===== src/rtl/hazard_if.sv =====
// Signal bundle between the pipeline datapath (master) and the hazard controller (slave).
// The master drives the ID/EX/MEM hazard inputs; the slave returns the enables, forwarding selects and counters.
interface hazard_if #(
    parameter int CNT_W = 16
);
    logic [4:0]       ID_RS;
    logic [4:0]       ID_RT;
    logic             ID_UseRS;
    logic             ID_UseRT;
    logic             EX_RegWrite;
    logic             EX_MemRead;
    logic [4:0]       EX_WriteReg;
    logic             MEM_RegWrite;
    logic [4:0]       MEM_WriteReg;
    logic             branch_taken;
    logic             mem_stall;
    logic             PC_en;
    logic             IFID_en;
    logic             IFID_flush;
    logic             IDEX_bubble;
    logic             pipe_freeze;
    logic [1:0]       Ai;
    logic [1:0]       Bi;
    logic [CNT_W-1:0] stall_cnt;
    logic [CNT_W-1:0] flush_cnt;

    modport master (
        output ID_RS, ID_RT, ID_UseRS, ID_UseRT,
        output EX_RegWrite, EX_MemRead, EX_WriteReg,
        output MEM_RegWrite, MEM_WriteReg,
        output branch_taken, mem_stall,
        input  PC_en, IFID_en, IFID_flush, IDEX_bubble, pipe_freeze,
        input  Ai, Bi, stall_cnt, flush_cnt
    );

    modport slave (
        input  ID_RS, ID_RT, ID_UseRS, ID_UseRT,
        input  EX_RegWrite, EX_MemRead, EX_WriteReg,
        input  MEM_RegWrite, MEM_WriteReg,
        input  branch_taken, mem_stall,
        output PC_en, IFID_en, IFID_flush, IDEX_bubble, pipe_freeze,
        output Ai, Bi, stall_cnt, flush_cnt
    );
endinterface


===== src/rtl/hazard_ctrl.sv =====
// EX-stage pipeline sequencer: registered forwarding selects, load-use bubbles,
// branch flushes and memory-stall freezes, plus saturating stall/flush counters.
module hazard_ctrl #(
    parameter int CNT_W = 16
) (
    input  logic     clk,
    input  logic     rst,
    hazard_if.slave  hz,
    output logic     fsm_lu
);
    typedef enum logic {RUN = 1'b0, LU = 1'b1} state_t;

    localparam logic [CNT_W-1:0] CNT_MAX = {CNT_W{1'b1}};

    state_t state;
    logic   branch_pend;
    logic   branch_eff;
    logic   lu;

    // EX/MEM ALU result wins over MEM/WB; a load in EX cannot forward yet, and $0 never forwards.
    function automatic logic [1:0] fwd(input logic [4:0] r, input logic use_r);
        if (use_r && r != 5'd0 && hz.EX_RegWrite && !hz.EX_MemRead && hz.EX_WriteReg == r)
            return 2'b10;
        else if (use_r && r != 5'd0 && hz.MEM_RegWrite && hz.MEM_WriteReg == r)
            return 2'b01;
        else
            return 2'b00;
    endfunction

    // A branch seen while frozen is remembered so it still flushes once the freeze lifts.
    assign branch_eff = hz.branch_taken | branch_pend;

    assign lu = (state == RUN) && hz.EX_MemRead && (hz.EX_WriteReg != 5'd0) &&
                ((hz.ID_UseRS && hz.ID_RS == hz.EX_WriteReg) ||
                 (hz.ID_UseRT && hz.ID_RT == hz.EX_WriteReg));

    assign fsm_lu = (state == LU);

    // Enables are active-high "advance this cycle"; flush/bubble load NOPs; freeze holds the back end.
    always_comb begin
        hz.PC_en       = 1'b1;
        hz.IFID_en     = 1'b1;
        hz.IFID_flush  = 1'b0;
        hz.IDEX_bubble = 1'b0;
        hz.pipe_freeze = 1'b0;
        if (rst) begin
            hz.PC_en       = 1'b0;
            hz.IFID_en     = 1'b0;
            hz.IFID_flush  = 1'b1;
            hz.IDEX_bubble = 1'b1;
        end else if (hz.mem_stall) begin
            hz.PC_en       = 1'b0;
            hz.IFID_en     = 1'b0;
            hz.pipe_freeze = 1'b1;
        end else if (branch_eff) begin
            hz.IFID_flush  = 1'b1;
            hz.IDEX_bubble = 1'b1;
        end else if (lu) begin
            hz.PC_en       = 1'b0;
            hz.IFID_en     = 1'b0;
            hz.IDEX_bubble = 1'b1;
        end
    end

    always_ff @(posedge clk) begin
        if (rst) begin
            state        <= RUN;
            branch_pend  <= 1'b0;
            hz.Ai        <= 2'b00;
            hz.Bi        <= 2'b00;
            hz.stall_cnt <= '0;
            hz.flush_cnt <= '0;
        end else if (hz.mem_stall) begin
            branch_pend <= branch_pend | hz.branch_taken;
            if (hz.stall_cnt != CNT_MAX)
                hz.stall_cnt <= hz.stall_cnt + 1'b1;
        end else if (branch_eff) begin
            state       <= RUN;
            branch_pend <= 1'b0;
            hz.Ai       <= 2'b00;
            hz.Bi       <= 2'b00;
            if (hz.flush_cnt != CNT_MAX)
                hz.flush_cnt <= hz.flush_cnt + 1'b1;
        end else if (lu) begin
            state       <= LU;
            branch_pend <= 1'b0;
            hz.Ai       <= 2'b00;
            hz.Bi       <= 2'b00;
            if (hz.stall_cnt != CNT_MAX)
                hz.stall_cnt <= hz.stall_cnt + 1'b1;
        end else begin
            state       <= RUN;
            branch_pend <= 1'b0;
            hz.Ai       <= fwd(hz.ID_RS, hz.ID_UseRS);
            hz.Bi       <= fwd(hz.ID_RT, hz.ID_UseRT);
        end
    end
endmodule


===== src/flat_wrapper.sv =====
// flat-port wrapper written by rule: the top's interface ports become plain ports
module hazard_ctrl_flat 
#(
    parameter int CNT_W = 16
)
  (clk, rst, fsm_lu, hz_ID_RS, hz_ID_RT, hz_ID_UseRS, hz_ID_UseRT, hz_EX_RegWrite, hz_EX_MemRead, hz_EX_WriteReg, hz_MEM_RegWrite, hz_MEM_WriteReg, hz_branch_taken, hz_mem_stall, hz_PC_en, hz_IFID_en, hz_IFID_flush, hz_IDEX_bubble, hz_pipe_freeze, hz_Ai, hz_Bi, hz_stall_cnt, hz_flush_cnt);
  hazard_if #(.CNT_W(CNT_W)) hz_i ();
  input  logic clk;
  input  logic rst;
  output logic fsm_lu;
  input wire logic [$bits(hz_i.ID_RS)-1:0] hz_ID_RS;
  input wire logic [$bits(hz_i.ID_RT)-1:0] hz_ID_RT;
  input wire logic [$bits(hz_i.ID_UseRS)-1:0] hz_ID_UseRS;
  input wire logic [$bits(hz_i.ID_UseRT)-1:0] hz_ID_UseRT;
  input wire logic [$bits(hz_i.EX_RegWrite)-1:0] hz_EX_RegWrite;
  input wire logic [$bits(hz_i.EX_MemRead)-1:0] hz_EX_MemRead;
  input wire logic [$bits(hz_i.EX_WriteReg)-1:0] hz_EX_WriteReg;
  input wire logic [$bits(hz_i.MEM_RegWrite)-1:0] hz_MEM_RegWrite;
  input wire logic [$bits(hz_i.MEM_WriteReg)-1:0] hz_MEM_WriteReg;
  input wire logic [$bits(hz_i.branch_taken)-1:0] hz_branch_taken;
  input wire logic [$bits(hz_i.mem_stall)-1:0] hz_mem_stall;
  output wire logic [$bits(hz_i.PC_en)-1:0] hz_PC_en;
  output wire logic [$bits(hz_i.IFID_en)-1:0] hz_IFID_en;
  output wire logic [$bits(hz_i.IFID_flush)-1:0] hz_IFID_flush;
  output wire logic [$bits(hz_i.IDEX_bubble)-1:0] hz_IDEX_bubble;
  output wire logic [$bits(hz_i.pipe_freeze)-1:0] hz_pipe_freeze;
  output wire logic [$bits(hz_i.Ai)-1:0] hz_Ai;
  output wire logic [$bits(hz_i.Bi)-1:0] hz_Bi;
  output wire logic [$bits(hz_i.stall_cnt)-1:0] hz_stall_cnt;
  output wire logic [$bits(hz_i.flush_cnt)-1:0] hz_flush_cnt;
  assign hz_i.ID_RS = hz_ID_RS;
  assign hz_i.ID_RT = hz_ID_RT;
  assign hz_i.ID_UseRS = hz_ID_UseRS;
  assign hz_i.ID_UseRT = hz_ID_UseRT;
  assign hz_i.EX_RegWrite = hz_EX_RegWrite;
  assign hz_i.EX_MemRead = hz_EX_MemRead;
  assign hz_i.EX_WriteReg = hz_EX_WriteReg;
  assign hz_i.MEM_RegWrite = hz_MEM_RegWrite;
  assign hz_i.MEM_WriteReg = hz_MEM_WriteReg;
  assign hz_i.branch_taken = hz_branch_taken;
  assign hz_i.mem_stall = hz_mem_stall;
  assign hz_PC_en = hz_i.PC_en;
  assign hz_IFID_en = hz_i.IFID_en;
  assign hz_IFID_flush = hz_i.IFID_flush;
  assign hz_IDEX_bubble = hz_i.IDEX_bubble;
  assign hz_pipe_freeze = hz_i.pipe_freeze;
  assign hz_Ai = hz_i.Ai;
  assign hz_Bi = hz_i.Bi;
  assign hz_stall_cnt = hz_i.stall_cnt;
  assign hz_flush_cnt = hz_i.flush_cnt;
  hazard_ctrl #(.CNT_W(CNT_W)) u_core (.clk(clk), .rst(rst), .hz(hz_i), .fsm_lu(fsm_lu));
endmodule

===== config.mk =====
export PLATFORM = sky130hd
export DESIGN_NAME = hazard_ctrl_flat
export DESIGN_NICKNAME = d
export VERILOG_FILES = /design/src/rtl/hazard_if.sv /design/src/rtl/hazard_ctrl.sv /design/src/flat_wrapper.sv
export SDC_FILE = /design/constraint.sdc
export NUM_CORES = 1
export LEC_CHECK = 0
export BUFFER_PORTS_ARGS = -buffer_cell sky130_fd_sc_hd__buf_4
export CAP_MARGIN = 30
export CORE_ASPECT_RATIO = 1.4
export CORE_MARGIN = 2
export CORE_UTILIZATION = 52
export CTS_BUF_LIST = sky130_fd_sc_hd__clkbuf_4
export DETAILED_ROUTE_END_ITERATION = 8
export PLACE_DENSITY_LB_ADDON = 0.05
export RECOVER_POWER = 50
export SLEW_MARGIN = 15
export SYNTH_ARGS = -nofsm -noshare
export SYNTH_HDL_FRONTEND = slang
export SYNTH_SLANG_ARGS = --single-unit
export TNS_END_PERCENT = 100

===== constraint.sdc =====
create_clock -name clk -period 2.65 [get_ports clk]
set_clock_uncertainty 0.05 [all_clocks]
set_input_delay 0.265 -clock clk [delete_from_list [all_inputs] [get_ports clk]]
set_output_delay 0.265 -clock clk [all_outputs]
set_load 0.05 [all_outputs]

Word level (Yosys, flattened, before mapping)
Index checks and enable logic that the tools add are counted.
Widths: inputs -> output; s select.
- add/sub/neg operators: 2
- eq/ne operators: 9
- mux-type cells: 26
- bitwise gates (word level): 3
- reductions and logical operators: 26
- operator list (kind ; number):
    $mux 16 ; 4
    $add 16x1->16 const B ; 2
    $ne 16x16->1 const B ; 2
    $eq 5x5->1 ; 6
    $logic_and 1x1->1 ; 17
    $mux 1 ; 16
    $reduce_bool 5->1 ; 3
    $mux 2 ; 6
    $reduce_and 3->1 ; 1
    $ne 2x2->1 const B ; 1
    $not 1->1 ; 2
    $reduce_and 2->1 ; 1
    $reduce_bool 2->1 ; 1
    $reduce_or 2->1 ; 1
    $logic_not 1->1 ; 1
    $logic_or 1x1->1 ; 1
    $or 1x1->1 ; 1
- flip-flop bits (word level): 38
- bits of input ports: 29
- output and inout port bits: 42
- logic and storage cells: 72

Depth between registers and ports, before layout
Gate-level depths: netlist of the first run.
- word-level depth: 8
- gate-level depth with buffers: 10
- gate-level depth less buffers: 7

Worst setup path before layout of the first run
OpenSTA, ideal clock, no wires.
- path kind: register to register
- start point: reg u_core.hz.stall_cnt[0]
- end point: reg u_core.hz.stall_cnt[1]
- data arrival time: 2398 ps
- required time: 2472 ps
- slack: 75 ps
- cell stages (with the launch flop): 11
- buffers on the path: 3
- path through: dfxtp_1 > ha_1 > nand2_1 > or4_1 > buf_2 > o21ai_2 > o31a_1 > buf_6 > buf_12 > mux2i_1 > nor2_1
- cells in the longest elaborated chain, start to end: 5
- elaborated cells between the ends (all ways): 6
- classes of those cells: 1 x add/sub; 1 x eq/ne; 4 x mux
- ends and longest elaborated chain (what ; line ; text):
    from (decl) ; hazard_if.sv:42 ; output Ai, Bi, stall_cnt, flush_cnt
    from (signal assigned) ; hazard_ctrl.sv:76 ; hz.stall_cnt <= hz.stall_cnt + 1'b1;
    from (signal assigned) ; hazard_ctrl.sv:90 ; hz.stall_cnt <= hz.stall_cnt + 1'b1;
    $add 16x1->16 or $ne 16x16->1 (tied branches) ; n/a ;
    $mux 16 * ; hazard_ctrl.sv:75, hazard_ctrl.sv:89 ;
    $mux 16 ; hazard_ctrl.sv:84 ; end else if (lu) begin
    $mux 16 ; hazard_ctrl.sv:77 ; end else if (branch_eff) begin
    $mux 16 * ; hazard_ctrl.sv:73 ; end else if (hz.mem_stall) begin
Mark *: on every way between the ends. The rest lies on a longest branch, timed or not. The select of a mux whose other input is x is not followed.
A chain may end at the register's enable or synchronous reset.

Worst setup path in the final report of the first run
Ends and elaborated chain as after synthesis.

==> impl_metrics.toml, run 1 <==
[timing]
slew_headroom_pct = 58.7
rsz0062_at_grt = "false"
final-hold-violation-count = 0
fmax_mhz = 430
setup_viol = 0
drv_slew = 0
setup_tns_ps = 0
fin_crit_sh_pct = 87.7
fin_crit_ps = 2320
worst_pin_slew_ps = 622

[drt]
wl_per_cell_um = 13.4
dr_total_vias = 2108
wl_um = 4920
via_per_inst = 5.76
dr.pass1.iters = 4
drtAntennaViolNets = 0
drcViolationCount = 0
drtIter0Drc = 102

[setup_path]
cp-start-kind = "flip-flop"
crit_type = "reg2reg"
path_max_fanout = 20
arrival_ps = 2520
end_kind = "flip-flop"
worstPathRequired_ps = 2840

[global_route]
grt_pass1_wl_um = 8470
grt_max_degree = 37
antenna_found_initial = 0
grt_use_total_pct = 23.0
grt_pass1_vias = 1985
grt_overflow_total = 0

[floorplanning]
row_count = 27
boundaryPins = 71
fp.dieW_um = 58.2
die_area_mm2 = 0.00466
die_h_um = 79.9
start_util_pct = 54.2
coreArea_mm2 = 0.00395

[clock_network]
numCtsBuffers = 5
cts_root_buf = "clkbuf_4"
clk_pin_slew_ps = 120
cts_tree = "yes"
cts_setup_buffers = 0
ctsResizeCount = 0
cts_hold_buf = 0
cts_max_path_buffers = 2
clock-sinks = 38
insertion_delay_ps = 350
htreeDepth = 2

[pwr]
powerDensity_mw_per_mm2 = 417
p_leak_nw = 0.916
ir_worst_vdd_v = 0.000364

[outcome]
status = "finished, final reports clean"

[worst_hold_path]
hold_path_class = "in2reg"

[placed_design]
hpwlAfterDp_um = 3780
portBuffers = 70
gp_congestion = 0.844
placement.cell_area_mm2 = 0.00266

[finish]
drive_above_1_share_pct = 14.2
area_growth_pct = 20.1
fillers = 385
nNetsFinal = 353
diodes = 0
stdcell_area_mm2 = 0.00257

[synthesis]
avgSynthCellArea_um2 = 8.43
mappedNetlistArea_mm2 = 0.00214
synth-seq-area-share_pct = 35.5
synthMuxAreaShare_pct = 2.45
synthSimpleGateAreaFrac_pct = 29.4
synth_xor_area_share_pct = 13.1
async_flop_share_pct = 0
ys.warnings.count = 0
synth_cell_type_count = 45
synth-compound-area-share_pct = 14.7
syn-num-nets = 285
synth_top_family_by_area = "simple AND/OR/NAND/NOR gates"
ys.flop_type = "dfxtp_1"
syn_inst = 254
ys_seq_elements = 38
synth_edf_count = 0
synth_fa_ha_area_share_pct = 1.17

[flow_run]
cap_viol_max_count = 0
-- critical path, stage by stage (launching register included) --
cell and delay (ps):
dfxtp_1 450, ha_1 250, nand2_1 70, or4_1 640, o21ai_2 160, o31a_1 140, buf_4 210, mux2i_1 210
nor2_1 50
-- where the power goes --
| part | switching (mW) | internal (mW) |
|---|---|---|
| sequential | 0.00970 | 0.578 |
| combinational | 0.113 | 0.0750 |
| clock | 0.197 | 0.0987 |
-- cells by family (layout without fill, tap and decap cells) --
| logic type | Yosys count | after routing |
|---|---|---|
| XOR/XNOR | 32 | 32 |
| multiplexers | 5 | 5 |
| flip-flops | 38 | 38 |
| AO/OA/AOI/OAI | 48 | 48 |
| AND/OR/NAND/NOR | 116 | 116 |
| buffers and inverters | 13 | 82 |
| adder cells (fa/ha/maj) | 2 | 2 |
-- per-layer routing --
metal	share of wire [%]	GRT usage, %	vias up
met1	41	25.0	988
met3	4.2	3.57	7
met5	0	0	-
met4	1.8	10.0	0
li1	-	-	1061
met2	53	42.8	52
-- cell type report --
cell class	instances	area (µm²)	share of cell area [%]
Clock inverter	3	16.3	0.632
Inverter	3	11.3	0.438
Multi-Input combinational cell	203	1300	50.6
Sequential cell	38	761	29.6
Tap cell	43	53.8	2.09
Clock buffer	5	37.5	1.46
Timing Repair Buffer	71	390	15.2
-- path summary, 6_finish.rpt --
check,from,end,slack (ps),cells after the start
worst max-delay path,u_core.hz.stall_cnt[0]$_SDFFE_PP0P_,u_core.hz.stall_cnt[1]$_SDFFE_PP0P_,330,8
worst min-delay path,hz_mem_stall,u_core.hz.Bi[1]$_SDFFE_PP0N_,130,2
worst max register to register,u_core.hz.stall_cnt[0]$_SDFFE_PP0P_,u_core.hz.stall_cnt[1]$_SDFFE_PP0P_,330,8
worst min register to register,u_core.hz.Bi[0]$_SDFFE_PP0N_,u_core.hz.Bi[0]$_SDFFE_PP0N_,410,2
-- sequential cells by signal, summed over array words and instances, names as in the netlist --
name / count
u_core.branch_pend: 1
u_core.fsm_lu: 1
u_core.hz.Ai: 2
u_core.hz.Bi: 2
u_core.hz.flush_cnt: 16
u_core.hz.stall_cnt: 16
-- placed cells by master (no fill, tap or decap), types with 4 or more instances in the layout --
| cell type | count |
|---|---|
| nand4_1 | 9 |
| clkbuf_1 | 38 |
| or4_1 | 9 |
| o31ai_1 | 7 |
| nor4_1 | 5 |
| o21ai_1 | 5 |
| clkbuf_4 | 5 |
| a21oi_1 | 11 |
| nor2b_1 | 9 |
| nor2_1 | 21 |
| nand2_1 | 17 |
| nor3_1 | 4 |
| or3_1 | 7 |
| dfxtp_1 | 38 |
| o21ai_0 | 8 |
| and3_1 | 6 |
| xor2_1 | 15 |
| xnor2_1 | 17 |
| buf_4 | 33 |
| nand3_1 | 17 |
-- Yosys cell counts, types with 6 or more instances --
cell type | n | share of area, %
dfxtp_1 | 38 | 36
nor2_1 | 21 | 3.7
nand2_1 | 17 | 3.0
nand3_1 | 17 | 4.0
xnor2_1 | 17 | 7.0
xor2_1 | 15 | 6.1
a21oi_1 | 11 | 2.6
nand4_1 | 9 | 2.6
nor2b_1 | 9 | 2.6
or4_1 | 9 | 3.2
o21ai_0 | 7 | 1.6
o31ai_1 | 7 | 2.5
or3_1 | 7 | 2.0
and3_1 | 6 | 1.8
o21ai_1 | 6 | 1.4
-- through the flow --
stage | hold slack [ps] | worst slack (ps) | util, % | total power [mW] | instances
after global placement | 388 | 411 | 67.3 | 0.792 | 358
after CTS | 123 | 335 | 68.7 | 1.09 | 366
after global routing | 141 | 147 | 65.1 | 1.13 | 366
after floorplan | 387 | 74.7 | - | 0.723 | 254
after detailed placement | 396 | 362 | 67.3 | 0.796 | 358
final | 129 | 327 | 65.1 | 1.07 | 366
Power figures use the tool's default switching activity.
==> run 2, diff against run 1 <==
- ABC_AREA: not set -> 1
- CORE_MARGIN: 2 -> 3
- CORE_UTILIZATION: 52 -> 53
- clock period: 2.65 -> 2.4 ns (I/O delays scaled with it)
==> run 2 against run 1 <==
  * Via count rose by 18%
  * Final area is 12% higher
  * Clock power grew 89%
  * Utilization rose by 5.3 points
  * Setup slack gained 75 ps
  * Die area up 13%
  * Global-route usage is 0.76 points lower
==> impl_metrics.toml, run 2 <==
[synthesis]
synth.top_cells.by_count = "nand2_1 (88), nor2_1 (50), inv_1 (40)"
yosysTopAreaCell = "dfxtp_1"
syn_inst = 363
ys.warnings.count = 0
synth-seq-area-share_pct = 32.5
syn-num-nets = 394
synthMostInstantiatedCell = "nand2_1"
mappedNetlistArea_mm2 = 0.00234
netlist.area_leader.share_pct = 32.5
ys_seq_elements = 38
synth_cell_type_count = 32
async_flop_share_pct = 0
ys.flop_type = "dfxtp_1"
synth_edf_count = 0
avgSynthCellArea_um2 = 6.44
synthTopCellsByArea = "dfxtp_1 (33%), nand2_1 (14%), nor2_1 (8.0%)"

[floorplanning]
row_count = 27
die_area_mm2 = 0.00525
coreArea_mm2 = 0.00409
boundaryPins = 71
start_util_pct = 57.2
fp.dieW_um = 62.1
die_h_um = 84.6

[timing]
rsz0062_at_grt = "false"
fmax_mhz = 500
setup_slack_ps = 401
fin_crit_sh_pct = 83.3
fin_crit_ps = 2000
slew_headroom_pct = 59.2
final-hold-violation-count = 0
worst_pin_slew_ps = 615
setup_tns_ps = 0
setup_viol = 0
drv_slew = 0

[finish]
diodes = 0
utilization_pct = 70.3
drive_above_1_share_pct = 13.8
fillers = 393
nNetsFinal = 465
final_common_cell = "nand2_1"
layout_common_cells = "nand2_1 (88), nor2_1 (49), inv_1 (40)"
stdcell_area_mm2 = 0.00288
area_growth_pct = 23.0
top_regs = "u_core.hz.flush_cnt x16, u_core.hz.stall_cnt x16"

[setup_path]
arrival_ps = 2240
cp-start-kind = "flip-flop"
worstPathRequired_ps = 2650
end_kind = "flip-flop"
crit_slowest_cell = "dfxtp_1"
critPathMaxStageDelay_ps = 420
path_cells = "ha_1 -> inv_1 -> nor4_4 -> nand3_2 -> nand2_2 -> inv_2 -> nand2_1 -> o21ai_0 -> a21oi_1"
path_max_fanout = 12
crit_type = "reg2reg"

[clock_network]
ctsResizeCount = 0
cts_max_path_buffers = 2
insertion_delay_ps = 350
numCtsBuffers = 5
htreeDepth = 2
cts_tree = "yes"
clock-sinks = 38
clk_pin_slew_ps = 130
cts_root_buf = "clkbuf_4"
cts_setup_buffers = 0
cts_hold_buf = 0

[pwr]
p_comb_share_pct = 17.4
power_frac_clock_pct = 38.0
swShare_pct = 28.0
p_seq_share_pct = 44.6
powerDensity_mw_per_mm2 = 512
ir_worst_vdd_v = 0.000373
p_leak_nw = 1.25
p_sw_uw = 412
p_int_mw = 1.06

[drt]
drtAntennaViolNets = 0
dr.pass1.iters = 4
drcViolationCount = 0
wl_per_cell_um = 11.5
dr_total_vias = 2485
drtIter0Drc = 178
wl_um = 5690
via_per_inst = 5.04

[global_route]
grt_pass1_wl_um = 9850
antenna_found_initial = 0
grt_use_total_pct = 22.3
grt_pass1_vias = 2352
grt_overflow_total = 0
grt_max_degree = 28

[flow_run]
cap_viol_max_count = 0

[placed_design]
gp_congestion = 0.854
portBuffers = 70
placement.cell_area_mm2 = 0.00290
hpwlAfterDp_um = 4420
dpl_worst_slack_ps = 418

[outcome]
status = "finished, final reports clean"

[worst_hold_path]
hold_path_class = "in2reg"
[run 2: layout make-up]
type | instances | area (µm²) | share of cell area, %
Multi-Input combinational cell | 272 | 1350 | 47.0
Sequential cell | 38 | 761 | 26.5
Timing Repair Buffer | 74 | 424 | 14.8
Inverter | 43 | 161 | 5.61
Tap cell | 58 | 72.6 | 2.52
Clock inverter | 3 | 68.8 | 2.39
Clock buffer | 5 | 37.5 | 1.31
[run 2: final timing paths]
kind,startpoint,end,slack (ps),cells after the start
max,u_core.hz.flush_cnt[0]$_SDFFE_PP0P_,u_core.hz.flush_cnt[6]$_SDFFE_PP0P_,400,9
min,rst,u_core.hz.flush_cnt[14]$_SDFFE_PP0P_,100,2
max reg2reg,u_core.hz.flush_cnt[0]$_SDFFE_PP0P_,u_core.hz.flush_cnt[6]$_SDFFE_PP0P_,400,9
min reg2reg,u_core.hz.Bi[1]$_SDFFE_PP0N_,u_core.hz.Bi[1]$_SDFFE_PP0N_,420,2
[run 2: metrics by stage]
stage,power [mW],std cells,hold slack [ps]
after global routing,1.53,493,92.0
after CTS,1.49,493,87.9
after detailed placement,0.936,485,395
after floorplan,0.842,363,339
final,1.47,493,99.5
after global placement,0.930,485,395
[run 2: power by group through the flow]
| stage | logic [mW] | clock network, mW | registers (mW) |
|---|---|---|---|
| after floorplan | 0.134 | 0 | 0.708 |
| after global placement | 0.259 | 0 | 0.670 |
| after detailed placement | 0.265 | 0 | 0.671 |
| after CTS | 0.266 | 0.570 | 0.657 |
| after global routing | 0.282 | 0.591 | 0.659 |
| final | 0.256 | 0.559 | 0.657 |
[run 2: logic make-up after synthesis]
| kind of cell | Yosys count | synth area share [%] |
|---|---|---|
| AOI/OAI and AO/OA | 42 | 9.37 |
| DFF | 38 | 32.5 |
| buffers and inverters | 53 | 9.80 |
| xor gates and xnor gates | 20 | 7.49 |
| and+or+nand+nor | 208 | 39.7 |
| adders and majority gates | 2 | 1.07 |
[run 2: layer usage]
| metal | vias to the layer above | global-route usage, % | part of all wire (%) |
|---|---|---|---|
| li1 | 1314 | - | - |
| met1 | 1110 | 25.0 | 43 |
| met2 | 53 | 42.3 | 51 |
| met3 | 8 | 4.28 | 4.6 |
| met4 | 0 | 6.24 | 1.5 |
| met5 | - | 0 | 0 |
[run 2: critical path: cells and delay by family (launching register included)]
family,cells,cell delay (ps)
flops,1,420
buf+inv,2,240
simple gates,4,850
fa+ha+maj,1,190
compound gates,2,200
